## config.mk

```make
export PLATFORM = sky130hd
export DESIGN_NAME = fetch_prefetch_unit_flat
export DESIGN_NICKNAME = d
export VERILOG_FILES = /design/src/rtl/fetch_prefetch_unit_if.sv /design/src/rtl/fetch_prefetch_unit.sv /design/src/flat_wrapper.sv
export SDC_FILE = /design/constraint.sdc
export NUM_CORES = 1
export LEC_CHECK = 0
export BUFFER_PORTS_ARGS = -buffer_cell sky130_fd_sc_hd__buf_2
export CAP_MARGIN = 20
export CORE_AREA = 8 8 174 176
export DETAILED_ROUTE_END_ITERATION = 16
export DIE_AREA = 0 0 182 184
export PLACE_DENSITY = 0.78
export SKIP_LAST_GASP = 1
export SLEW_MARGIN = 20
export SYNTH_ARGS = -nofsm -noshare
export SYNTH_HDL_FRONTEND = slang
export SYNTH_SLANG_ARGS = --single-unit
```

## constraint.sdc

```tcl
create_clock -name clock -period 9.9 [get_ports clock]
set_input_delay 2.475 -clock clock [delete_from_list [all_inputs] [get_ports clock]]
set_output_delay 2.475 -clock clock [all_outputs]
set_load 0.01 [all_outputs]
```

## src/rtl/fetch_prefetch_unit_if.sv

```systemverilog
// rtl/fetch_prefetch_unit_if.sv - instruction memory and IF/ID handshake bundle for the fetch front end
interface fetch_prefetch_unit_if;
    logic        imem_req;
    logic [31:0] imem_addr;
    logic        imem_ack;
    logic [31:0] imem_rdata;
    logic        if_ready;
    logic        redirect;
    logic [31:0] redirect_pc;
    logic        if_valid;
    logic [31:0] if_instr;
    logic [31:0] if_pc;

    modport master (
        output imem_req, imem_addr, if_valid, if_instr, if_pc,
        input  imem_ack, imem_rdata, if_ready, redirect, redirect_pc
    );

    modport slave (
        input  imem_req, imem_addr, if_valid, if_instr, if_pc,
        output imem_ack, imem_rdata, if_ready, redirect, redirect_pc
    );
endinterface

```

## src/rtl/fetch_prefetch_unit.sv

```systemverilog
// rtl/fetch_prefetch_unit.sv - instruction prefetch: one-outstanding req/ack fetch into a small {pc,instr} FIFO
module fetch_prefetch_unit #(
    parameter int          DEPTH    = 4,
    parameter logic [31:0] RESET_PC = 32'h0000_0000,
    parameter logic [31:0] NOOP     = 32'h0000_0000
) (
    input  logic                  clock,
    input  logic                  reset_n,
    fetch_prefetch_unit_if.master bus
);
    localparam int          PW   = $clog2(DEPTH);
    localparam logic [PW:0] FULL = (PW + 1)'(DEPTH);

    typedef enum logic [1:0] {IDLE = 2'd0, REQ = 2'd1, DROP = 2'd2} state_t;

    state_t        state;
    logic [31:0]   pc_q    [DEPTH];
    logic [31:0]   instr_q [DEPTH];
    logic [PW-1:0] rd_ptr;
    logic [PW-1:0] wr_ptr;
    logic [PW:0]   count;
    logic [PW:0]   count_next;
    logic [31:0]   addr;
    logic [31:0]   target;
    logic [31:0]   redirect_aligned;
    logic          req;
    logic          ack_seen;
    logic          push;
    logic          pop;
    logic          has_room;
    logic          head_valid;

    assign redirect_aligned = {bus.redirect_pc[31:2], 2'b00};
    assign head_valid       = (count != '0);
    assign ack_seen         = req & bus.imem_ack;
    // A redirect kills both the arriving word and the decode handoff this cycle.
    assign push             = ack_seen & (state == REQ) & ~bus.redirect;
    assign pop              = head_valid & bus.if_ready & ~bus.redirect;
    assign count_next       = count + {{PW{1'b0}}, push} - {{PW{1'b0}}, pop};
    assign has_room         = (count_next < FULL);

    always_ff @(posedge clock or negedge reset_n) begin
        if (!reset_n) begin
            state  <= IDLE;
            req    <= 1'b0;
            addr   <= RESET_PC;
            target <= '0;
            rd_ptr <= '0;
            wr_ptr <= '0;
            count  <= '0;
        end else begin
            if (bus.redirect) begin
                rd_ptr <= '0;
                wr_ptr <= '0;
                count  <= '0;
            end else begin
                if (push) wr_ptr <= wr_ptr + PW'(1);
                if (pop)  rd_ptr <= rd_ptr + PW'(1);
                count <= count_next;
            end

            case (state)
                IDLE: begin
                    if (bus.redirect) begin
                        addr  <= redirect_aligned;
                        state <= REQ;
                        req   <= 1'b1;
                    end else if (has_room) begin
                        state <= REQ;
                        req   <= 1'b1;
                    end
                end
                REQ: begin
                    if (ack_seen && bus.redirect) begin
                        addr <= redirect_aligned;
                    end else if (bus.redirect) begin
                        // Old request still in flight: remember where to go once it retires.
                        target <= redirect_aligned;
                        state  <= DROP;
                    end else if (ack_seen) begin
                        addr <= addr + 32'd4;
                        if (!has_room) begin
                            state <= IDLE;
                            req   <= 1'b0;
                        end
                    end
                end
                DROP: begin
                    if (bus.redirect) target <= redirect_aligned;
                    if (ack_seen) begin
                        addr  <= bus.redirect ? redirect_aligned : target;
                        state <= REQ;
                    end
                end
                default: begin
                    state <= IDLE;
                    req   <= 1'b0;
                end
            endcase
        end
    end

    always_ff @(posedge clock) begin
        if (push) begin
            pc_q[wr_ptr]    <= addr;
            instr_q[wr_ptr] <= bus.imem_rdata;
        end
    end

    assign bus.imem_req  = req;
    assign bus.imem_addr = addr;
    assign bus.if_valid  = head_valid;
    assign bus.if_instr  = head_valid ? instr_q[rd_ptr] : NOOP;
    assign bus.if_pc     = head_valid ? pc_q[rd_ptr] : 32'h0;
endmodule

```

## src/flat_wrapper.sv

```systemverilog
// flat-port wrapper written by rule: the top's interface ports become plain ports
module fetch_prefetch_unit_flat 
#(
    parameter int          DEPTH    = 4,
    parameter logic [31:0] RESET_PC = 32'h0000_0000,
    parameter logic [31:0] NOOP     = 32'h0000_0000
)
  (clock, reset_n, bus_imem_req, bus_imem_addr, bus_if_valid, bus_if_instr, bus_if_pc, bus_imem_ack, bus_imem_rdata, bus_if_ready, bus_redirect, bus_redirect_pc);
  fetch_prefetch_unit_if bus_i ();
  input  logic clock;
  input  logic reset_n;
  output wire logic [$bits(bus_i.imem_req)-1:0] bus_imem_req;
  output wire logic [$bits(bus_i.imem_addr)-1:0] bus_imem_addr;
  output wire logic [$bits(bus_i.if_valid)-1:0] bus_if_valid;
  output wire logic [$bits(bus_i.if_instr)-1:0] bus_if_instr;
  output wire logic [$bits(bus_i.if_pc)-1:0] bus_if_pc;
  input wire logic [$bits(bus_i.imem_ack)-1:0] bus_imem_ack;
  input wire logic [$bits(bus_i.imem_rdata)-1:0] bus_imem_rdata;
  input wire logic [$bits(bus_i.if_ready)-1:0] bus_if_ready;
  input wire logic [$bits(bus_i.redirect)-1:0] bus_redirect;
  input wire logic [$bits(bus_i.redirect_pc)-1:0] bus_redirect_pc;
  assign bus_imem_req = bus_i.imem_req;
  assign bus_imem_addr = bus_i.imem_addr;
  assign bus_if_valid = bus_i.if_valid;
  assign bus_if_instr = bus_i.if_instr;
  assign bus_if_pc = bus_i.if_pc;
  assign bus_i.imem_ack = bus_imem_ack;
  assign bus_i.imem_rdata = bus_imem_rdata;
  assign bus_i.if_ready = bus_if_ready;
  assign bus_i.redirect = bus_redirect;
  assign bus_i.redirect_pc = bus_redirect_pc;
  fetch_prefetch_unit #(.DEPTH(DEPTH), .RESET_PC(RESET_PC), .NOOP(NOOP)) u_core (.clock(clock), .reset_n(reset_n), .bus(bus_i));
endmodule
```

==> flow_summary.yaml, run 1 <==
outcome:
  outcome: "complete, no violations"
timing:
  period_needed_ns: 5.454
  report.final.setup_viol: 0
  hold_viol_final: 0
  max_slew_margin_vs_limit_pct: 32.29
  fmax_mhz: 183.4
  finalMaxSlewViolations: 0
  rsz_0062_raised_after_global_routing: "false"
  worstMarginPinSlew_ns: 1.016
  finalCritPeriodShare_pct: 55.09
  totalNegativeSetupSlack_ns: 0
  fin_skew_ns: 0.01188
routing:
  top_signal_layer_used: "met4"
  drc_errors: 0
  initialDrtViolationCount: 678
  met1Wirelength_um: 13480
  wl_per_cell_um: 22.11
  routed-via-count: 8357
  route.met2.wl_um: 14870
  drtAntennaViolNets: 0
  routed_via_density: 5.952
  firstDrtPassIters: 5
  met3RoutedLength_um: 2202
  route.final.wire_length_um: 31040
cts:
  cts_tree: "yes"
  clkSinkCount: 330
  clock-root-buffer: "sky130_fd_sc_hd__clkbuf_16"
  tritoncts.num_buffers: 35
  post_cts.resized_instances: 0
  post-cts-setup-buffers: 0
  worst_setup_hold_path_clk_slew_ns: 0.06
  cts.hold.buffers_added: 0
  cts-htree-levels: 2
  cts_max_path_buffers: 3
  clock_insertion_delay_at_the_later_pin_of_the_skew_report_ns: 0.51
synth:
  synth_area_per_cell_um2: 16.07
  synth.distinct_cells: 64
  synthesis.instances: 877
  ys_ff_latch: 330
  synthesis.nets: 958
  synth_top_cell_by_area: "sky130_fd_sc_hd__edfxtp_1"
  synth-seq-area-share_pct: 67.67
  netlist_top_cells_area: "sky130_fd_sc_hd__edfxtp_1, sky130_fd_sc_hd__dfrtp_1, sky130_fd_sc_hd__mux4_2, sky130_fd_sc_hd__and2_1, sky130_fd_sc_hd__mux2_2"
  synth_top_flop_cell: "sky130_fd_sc_hd__edfxtp_1"
  synth.most_common_cell: "sky130_fd_sc_hd__edfxtp_1"
  synth_area_um2: 14100
  synth_async_sr_flop_share_pct: 22.42
  synth-warning-count: 0
  top_post_synthesis_cells_by_count: "sky130_fd_sc_hd__edfxtp_1, sky130_fd_sc_hd__dfrtp_1, sky130_fd_sc_hd__and2_1"
  synth_edf_count: 256
  synth_largest_type_area_fraction_pct: 54.53
critical_path:
  timing.critical_path.cells: "buf_4, mux4_2, and2_1, buf_2"
  timing_worst_setup_path_type: "flip-flop to output pin"
  rr_endpoint: "u_core.bus.imem_addr[14]"
  required_ns: 7.43
  cp-end-kind: "output pin"
  path_delay_family: "buffers and inverters"
  timing.critical_path.slowest_cell_delay_ns: 0.78
  worstRegToRegCells: 7
  critPathSlowestCell: "sky130_fd_sc_hd__buf_4"
  cp_num_cells: 4
  worst_ep_arrival_time_ns: 2.98
  critical_path_peak_fanout: 45
  r2r_setup_slack_ns: 6.40
  crit_end: "bus_if_pc[20]"
  cp-startpoint: "u_core.rd_ptr[0]"
  startpoint_of_the_most_critical_register_to_register_path: "u_core.state[1]"
  cp-start-kind: "flip-flop"
  critical_path_buf_inv_count: 2
cells_and_area:
  area_delta_synth_final_pct: 15.80
  final_layout_size_suffix_gt1_share_pct: 31.76
  antenna-diode-count: 0
  nFillCells: 2088
  finish.net_count: 1113
floorplanning:
  design.core.area_um2: 27480
  die_footprint_um2: 33490
  initial_utilization_pct: 51.31
  design.portCount: 167
  die_span_x_um: 182
  site_rows: 61
  die_height_um: 184
min_path:
  worstHoldPathType: "flip-flop to flip-flop"
  hold_sp: "u_core.target[1]"
global_route:
  via_count_of_the_first_global_routing_pass: 8466
  total_global_route_track_usage_pct: 18.38
  grt_antenna_before_repair: 1
  first_pass_grt_wire_length_um: 48330
  grt_max_degree: 75
  grt.overflow.total: 0
place:
  routabilityCongestion: 0.8571
  place.detailed.hpwl_um: 18810
  buffer_ports.inserted: 164
pwr:
  post-layout-total-power_w: 0.004769
  power.ir.vdd_worst_v: 0.0001981
  p_per_area_nw_per_um2: 292.1
  power_leakage_nw: 5.987
job:
  total_of_max_cap_violations: 0
## per-layer routing
layer	GRT usage, %	up-vias
met5	0	-
met4	4.296	0
li1	-	3765
met3	3.953	41
met2	30.19	307
met1	24.93	4244
## worst min-delay path by stage
stage,slack (ns),end,depth (start not counted)
after floorplan,0.45,u_core.target[0],1
after global placement,0.47,u_core.target[0],1
after detailed placement,0.47,u_core.target[1],1
after CTS,0.49,u_core.target[0],1
after global routing,0.49,u_core.target[0],1
final,0.49,u_core.target[1],1
## placed cells by master (no fill, tap or decap), types with 4 or more instances in the layout
cell type | netlist | final
sky130_fd_sc_hd__and2_1 | 73 | 69
sky130_fd_sc_hd__a22o_1 | 14 | 14
sky130_fd_sc_hd__and3_1 | 7 | 7
sky130_fd_sc_hd__o31ai_1 | 5 | 5
sky130_fd_sc_hd__clkbuf_16 | 0 | 37
sky130_fd_sc_hd__buf_2 | 16 | 164
sky130_fd_sc_hd__dfrtp_1 | 74 | 72
sky130_fd_sc_hd__buf_4 | 0 | 6
sky130_fd_sc_hd__ha_1 | 11 | 11
sky130_fd_sc_hd__nor2_1 | 32 | 32
sky130_fd_sc_hd__clkinv_2 | 0 | 7
sky130_fd_sc_hd__and4_1 | 4 | 4
sky130_fd_sc_hd__a21oi_1 | 15 | 15
sky130_fd_sc_hd__clkbuf_1 | 30 | 8
sky130_fd_sc_hd__a22oi_1 | 11 | 11
sky130_fd_sc_hd__inv_1 | 17 | 17
sky130_fd_sc_hd__clkinv_1 | 1 | 8
sky130_fd_sc_hd__mux2i_1 | 5 | 5
sky130_fd_sc_hd__nand4_1 | 9 | 9
sky130_fd_sc_hd__a31oi_1 | 10 | 10
sky130_fd_sc_hd__o21ai_0 | 47 | 47
sky130_fd_sc_hd__nand3_1 | 19 | 19
sky130_fd_sc_hd__edfxtp_1 | 256 | 256
sky130_fd_sc_hd__and2_4 | 0 | 4
sky130_fd_sc_hd__a222oi_1 | 5 | 5
sky130_fd_sc_hd__mux2_2 | 35 | 35
sky130_fd_sc_hd__o22ai_1 | 4 | 4
sky130_fd_sc_hd__mux4_2 | 64 | 64
sky130_fd_sc_hd__nand2_1 | 33 | 33
sky130_fd_sc_hd__nor3_1 | 11 | 8
## power by group
group	internal, W	switching [W]	leakage [nW]
sequential	0.00172	0.000249	3.24
combinational	0.000678	0.000860	2.21
clock	0.000748	0.000510	0.546
total	0.00315	0.00162	5.99
## flip-flops by register name (all words and copies together), names as in the netlist, 2 cells and up
register / cells
u_core.rd_ptr: 2
u_core.pc_q: 128
u_core.instr_q: 128
u_core.state: 2
u_core.wr_ptr: 2
u_core.bus.imem_addr: 32
u_core.target: 32
u_core.count: 3
## layout make-up
| class | instances | area, um2 | area share [%] |
|---|---|---|---|
| clock buffers | 47 | 983.4 | 6.024 |
| well taps | 346 | 432.9 | 2.652 |
| multi-input cells | 477 | 4307 | 26.38 |
| flip-flops and latches | 330 | 9547 | 58.48 |
| clock inverters | 16 | 121.4 | 0.7435 |
| repair buffers | 170 | 865.8 | 5.304 |
| inverters | 18 | 67.56 | 0.4139 |
## cells by family after synthesis
group / Yosys count / share of synthesized area [%]
AOI/OAI and AO/OA: 147 / 7.012
xor gates and xnor gates: 5 / 0.4083
adders and majority gates: 12 / 1.118
buffers and inverters: 70 / 2.015
DFF: 330 / 67.67
muxes: 104 / 13.38
and+or+nand+nor: 209 / 8.405
## metrics by stage
stage | std cells | setup slack (ns) | hold slack, ns | utilization [%] | area, um2
final | 1404 | 4.446 | 0.4858 | 59.41 | 16320
after global routing | 1404 | 4.210 | 0.4949 | 59.41 | 16320
after CTS | 1404 | 4.336 | 0.4887 | 59.39 | 16320
after detailed placement | 1341 | 4.786 | 0.4708 | 55.37 | 15210
after global placement | 1341 | 4.832 | 0.4685 | 55.37 | 15210
after floorplan | 877 | 4.688 | 0.4532 | - | 14100
## worst register-to-register path: cells and delay by family (launching register included)
family / cells / cell delay (ns)
and+or+nand+nor: 1 / 0.86
adders and majority gates: 1 / 0.76
AOI/OAI and AO/OA: 3 / 0.71
buffers and inverters: 2 / 0.64
DFF: 1 / 0.44
Note: power is estimated with default switching activity, not from simulation.
==> run 2, diff against run 1 <==
- clock period: 9.9 -> 5.7 ns (I/O delays scaled with it)
==> flow_summary.yaml, run 2 (synthesis gave the netlist of run 1 again) <==
floorplanning:
  design.core.area_um2: 27480
  site_rows: 61
  die_footprint_um2: 33490
  initial_utilization_pct: 51.31
  die_height_um: 184
  design.portCount: 167
  die_span_x_um: 182
routing:
  initialDrtViolationCount: 698
  wl_per_cell_um: 22.15
  drtAntennaViolNets: 0
  firstDrtPassIters: 5
  routed_via_density: 5.915
  route.final.wire_length_um: 31160
  drc_errors: 0
  routed-via-count: 8323
timing:
  hold_viol_final: 0
  worstMarginPinSlew_ns: 1.013
  period_needed_ns: 4.227
  fin_skew_ns: 0.01764
  finalCritPeriodShare_pct: 74.16
  report.final.setup_viol: 0
  rsz_0062_raised_after_global_routing: "false"
  finalMaxSlewViolations: 0
  totalNegativeSetupSlack_ns: 0
  fmax_mhz: 236.6
  max_slew_margin_vs_limit_pct: 32.22
cts:
  clkSinkCount: 330
  post_cts.resized_instances: 0
  clock-root-buffer: "sky130_fd_sc_hd__clkbuf_16"
  tritoncts.num_buffers: 35
  cts_max_path_buffers: 3
  worst_setup_hold_path_clk_slew_ns: 0.06
  post-cts-setup-buffers: 0
  clock_insertion_delay_at_the_later_pin_of_the_skew_report_ns: 0.52
  cts-htree-levels: 2
  cts.hold.buffers_added: 0
  cts_tree: "yes"
global_route:
  via_count_of_the_first_global_routing_pass: 8606
  grt_antenna_before_repair: 4
  grt.overflow.total: 0
  total_global_route_track_usage_pct: 18.44
  grt_max_degree: 66
  first_pass_grt_wire_length_um: 48360
critical_path:
  critPathSlowestCell: "sky130_fd_sc_hd__dfrtp_4"
  required_ns: 4.28
  worstRegToRegCells: 7
  cp-end-kind: "output pin"
  critical_path_buf_inv_count: 2
  critical_path_peak_fanout: 45
  startpoint_of_the_most_critical_register_to_register_path: "u_core.state[1]"
  timing.critical_path.cells: "buf_4, mux4_2, and2_1, buf_2"
  path_delay_family: "flip-flops"
  timing_worst_setup_path_type: "flip-flop to output pin"
  cp_num_cells: 4
  worst_ep_arrival_time_ns: 2.80
  cp-start-kind: "flip-flop"
  cp-startpoint: "u_core.rd_ptr[0]"
  timing.critical_path.slowest_cell_delay_ns: 1.04
cells_and_area:
  final_core_util_pct: 59.48
  commonest_non_fill_non_tap_cells_in_the_layout: "sky130_fd_sc_hd__edfxtp_1, sky130_fd_sc_hd__buf_2, sky130_fd_sc_hd__dfrtp_1"
  finish.net_count: 1114
  largest_registers_in_the_final_layout: "u_core.instr_q x128, u_core.pc_q x128"
  multi_input_area_um2: 4307
  layout.area.seq_um2: 9547
  layoutNonFillerInstCount: 1407
  nFillCells: 2046
  final_layout_size_suffix_gt1_share_pct: 32.11
  layout_commonest_cell: "sky130_fd_sc_hd__edfxtp_1"
  area_delta_synth_final_pct: 15.93
min_path:
  worstHoldPathType: "flip-flop to flip-flop"
  worstHoldPathCells: 1
  hold_sp: "u_core.target[1]"
job:
  total_of_max_cap_violations: 0
place:
  place.detailed.hpwl_um: 19250
  routabilityCongestion: 0.8708
  buffer_ports.inserted: 164
  place.detailed.instances: 1342
outcome:
  outcome: "complete, no violations"
pwr:
  post-layout-total-power_w: 0.008295
  p_per_area_nw_per_um2: 507.5
  power_leakage_nw: 5.981
  power.ir.vdd_worst_v: 0.0003149
==> run 2: cell count changes in the layout (fill, tap and decap cells not counted), sizes merged <==
cell / before / now
clkinvlp: 0 / 3
clkinv: 15 / 10
buf: 170 / 171
inv: 17 / 21
bufinv: 2 / 3
clkbuf: 47 / 44
diode: 0 / 2
==> run 2: path summary, 6_finish.rpt <==
kind | end | slack [ns]
worst min register to register | u_core.target[1] | 0.49
worst max register to register | u_core.bus.imem_addr[14] | 2.22
min in group asynchronous | u_core.target[26] | 0.94
max in group asynchronous | u_core.rd_ptr[1] | 3.62
worst min-delay path | u_core.target[1] | 0.49
worst max-delay path | bus_if_pc[11] | 1.47
==> run 2: stage by stage <==
step | cell area, um2 | hold WS (ns) | setup WS (ns)
after global routing | 16340 | 0.5149 | 1.257
after CTS | 16330 | 0.4909 | 1.353
after floorplan | 14100 | 0.4532 | 1.538
after global placement | 15220 | 0.4685 | 1.682
after detailed placement | 15220 | 0.4778 | 1.586
final | 16340 | 0.4943 | 1.473
==> run 2: routing by layer <==
metal / wire (um) / GRT usage (%) / share of wire [%] / up-vias
met5: 0 / 0 / 0 / -
met4: 610 / 5.608 / 2.0 / 0
met3: 2233 / 4.229 / 7.2 / 44
met2: 15190 / 30.46 / 49 / 298
met1: 13130 / 24.16 / 42 / 4192
li1: - / - / - / 3789
==> run 2: worst register-to-register path: cells and delay by family (launching register included) <==
family | cells | cell delay [ns]
simple gates | 1 | 0.90
fa+ha+maj | 1 | 0.75
compound gates | 3 | 0.70
buf+inv | 2 | 0.61
flops | 1 | 0.43
==> run 2: area by class of cell <==
class / count / share of cell area (%)
tap: 346 / 2.649
timing repair buffer: 171 / 5.344
sequential: 330 / 58.41
inverter: 18 / 0.4134
clock inverter: 19 / 1.171
clock buffer: 44 / 5.627
multi-input combinational: 477 / 26.35
antenna: 2 / 0.03062
==> run 2: power by group <==
group          switching, W  internal [W]
combinational       0.00146       0.00118
clock              0.000903       0.00129
sequential         0.000465       0.00299
total               0.00283       0.00547
==> run 3, diff against run 2 <==
- clock period: 5.7 -> 4 ns (I/O delays scaled with it)
==> flow_summary.yaml, run 3 (synthesis gave the netlist of run 1 again) <==
cells_and_area:
  final_design_area_no_fill_um2: 16540
  commonest_non_fill_non_tap_cells_in_the_layout: "sky130_fd_sc_hd__edfxtp_1, sky130_fd_sc_hd__buf_2, sky130_fd_sc_hd__dfrtp_1"
  layout_commonest_cell: "sky130_fd_sc_hd__edfxtp_1"
  area_delta_synth_final_pct: 17.32
  final_core_util_pct: 60.20
  final_layout_size_suffix_gt1_share_pct: 32.90
  finish.net_count: 1131
  largest_registers_in_the_final_layout: "u_core.instr_q x128, u_core.pc_q x128"
min_path:
  worstHoldPathType: "flip-flop to flip-flop"
  worstHoldPathCells: 1
  hold_end: "u_core.target[0]"
  hold_sp: "u_core.target[0]"
floorplanning:
  design.portCount: 167
  die_footprint_um2: 33490
  die_span_x_um: 182
  die_height_um: 184
  site_rows: 61
  initial_utilization_pct: 51.31
  design.core.area_um2: 27480
routing:
  drtAntennaViolNets: 0
  drc_errors: 0
  met3RoutedLength_um: 2400
  initialDrtViolationCount: 789
  routed-via-count: 8524
  wl_per_cell_um: 22.36
  route.met2.wl_um: 15390
  route.final.wire_length_um: 31820
  firstDrtPassIters: 8
  routed_via_density: 5.990
  met1Wirelength_um: 13450
  top_signal_layer_used: "met4"
pwr:
  power_leakage_nw: 6.085
  combinational_group_share_of_total_power_pct: 33.1
  pwr-share-seq_pct: 41.1
  p_per_area_nw_per_um2: 716.3
  clockPowerShare_pct: 25.8
  p_sw_w: 0.004042
  p_int_w: 0.007805
  switching_part_of_the_total_power_pct: 34.12
  power.ir.vdd_worst_v: 0.0003865
cts:
  post_cts.resized_instances: 0
  clock-root-buffer: "sky130_fd_sc_hd__clkbuf_16"
  cts_tree: "yes"
  clock_insertion_delay_at_the_later_pin_of_the_skew_report_ns: 0.51
  clkSinkCount: 330
  cts-htree-levels: 2
  post-cts-setup-buffers: 0
  tritoncts.num_buffers: 35
  worst_setup_hold_path_clk_slew_ns: 0.06
  cts.hold.buffers_added: 0
  cts_max_path_buffers: 3
critical_path:
  required_ns: 3.00
  critPathSlowestCell: "sky130_fd_sc_hd__dfrtp_4"
  worstRegToRegCells: 12
  startpoint_of_the_most_critical_register_to_register_path: "u_core.state[1]"
  timing_worst_setup_path_type: "flip-flop to output pin"
  timing.critical_path.cells: "buf_12, mux4_2, and2_1, buf_2"
  cp-start-kind: "flip-flop"
  timing.critical_path.slowest_cell_delay_ns: 0.66
  critical_path_peak_fanout: 30
  cp-end-kind: "output pin"
  r2r_setup_slack_ns: 0.77
  worst_ep_arrival_time_ns: 2.38
  rr_endpoint: "u_core.state[1]"
timing:
  period_needed_ns: 3.384
  rsz_0062_raised_after_global_routing: "false"
  finalMaxSlewViolations: 0
  worstMarginPinSlew_ns: 0.8386
  hold_viol_final: 0
  finalCritPeriodShare_pct: 84.59
  max_slew_margin_vs_limit_pct: 44.09
  totalNegativeSetupSlack_ns: 0
  report.final.setup_viol: 0
  fmax_mhz: 295.5
  fin_skew_ns: 0.01332
place:
  buffer_ports.inserted: 164
  place.detailed.hpwl_um: 20300
  postPlaceCellArea_um2: 15440
  routabilityCongestion: 0.8728
job:
  total_of_max_cap_violations: 0
global_route:
  first_pass_grt_wire_length_um: 49340
  grt.overflow.total: 0
  grt_max_degree: 67
  total_global_route_track_usage_pct: 18.75
  via_count_of_the_first_global_routing_pass: 8549
  grt_antenna_before_repair: 1
outcome:
  outcome: "complete, no violations"
## run 3: changes by cell type in the layout (fill, tap and decap cells not counted), sizes merged
cell | before | now
clkbuf | 44 | 51
bufinv | 3 | 1
clkinvlp | 3 | 1
buf | 171 | 188
inv | 21 | 19
clkinv | 10 | 9
diode | 2 | 1
## run 3: per-layer routing
| metal | global-route usage, % | up-vias |
|---|---|---|
| li1 | - | 3806 |
| met1 | 25.51 | 4331 |
| met2 | 30.38 | 341 |
| met3 | 4.190 | 46 |
| met4 | 4.756 | 0 |
| met5 | 0 | - |
## run 3: cell type report
class                      instances  area (um2)
antenna                            1       2.502
clock buffer                      51       975.9
sequential                       330        9547
tap                              346       432.9
clock inverter                    12       117.6
multi-input combinational        477        4295
inverter                          18       67.56
fill                            2050       10940
timing repair buffer             188        1101
## run 3: critical path: cells and delay by family (launching register included)
| kind | cells | cell delay, ns |
|---|---|---|
| DFF | 1 | 0.66 |
| buffers and inverters | 2 | 0.45 |
| muxes | 1 | 0.55 |
| and+or+nand+nor | 1 | 0.20 |
## run 3: per-stage QoR
stage               total power [W]  cells  hold WS, ns  setup WS (ns)
detailed placement         0.008869   1359       0.4809         0.7276
CTS                         0.01195   1422       0.4986         0.5208
finish                      0.01185   1423       0.4977         0.6164
floorplan                  0.007365    877       0.4532         0.2627
global route                0.01248   1422       0.5184         0.4735
global placement           0.008761   1359       0.4685         0.7550
## run 3: how the worst max path moves through the flow
stage / from / to / slack (ns) / depth (start not counted)
2_1_floorplan: bus_redirect / u_core.state[0] / 0.26 / 15
3_5_place_dp: bus_imem_ack / u_core.state[0] / 0.73 / 11
4_1_cts: u_core.rd_ptr[0] / bus_if_pc[17] / 0.52 / 4
5_1_grt: u_core.rd_ptr[0] / bus_if_pc[17] / 0.47 / 4
3_3_place_gp: bus_imem_ack / u_core.state[0] / 0.75 / 11
6_report: u_core.rd_ptr[0] / bus_if_pc[17] / 0.62 / 4
## run 3: power by group through the flow
| stage | Clock, W | Sequential (W) | Combinational (W) |
|---|---|---|---|
| after floorplan | 0 | 0.00472 | 0.00265 |
| after global placement | 0 | 0.00489 | 0.00387 |
| after detailed placement | 0 | 0.00493 | 0.00394 |
| after CTS | 0.00312 | 0.00486 | 0.00397 |
| after global routing | 0.00326 | 0.00495 | 0.00428 |
| final | 0.00306 | 0.00487 | 0.00392 |
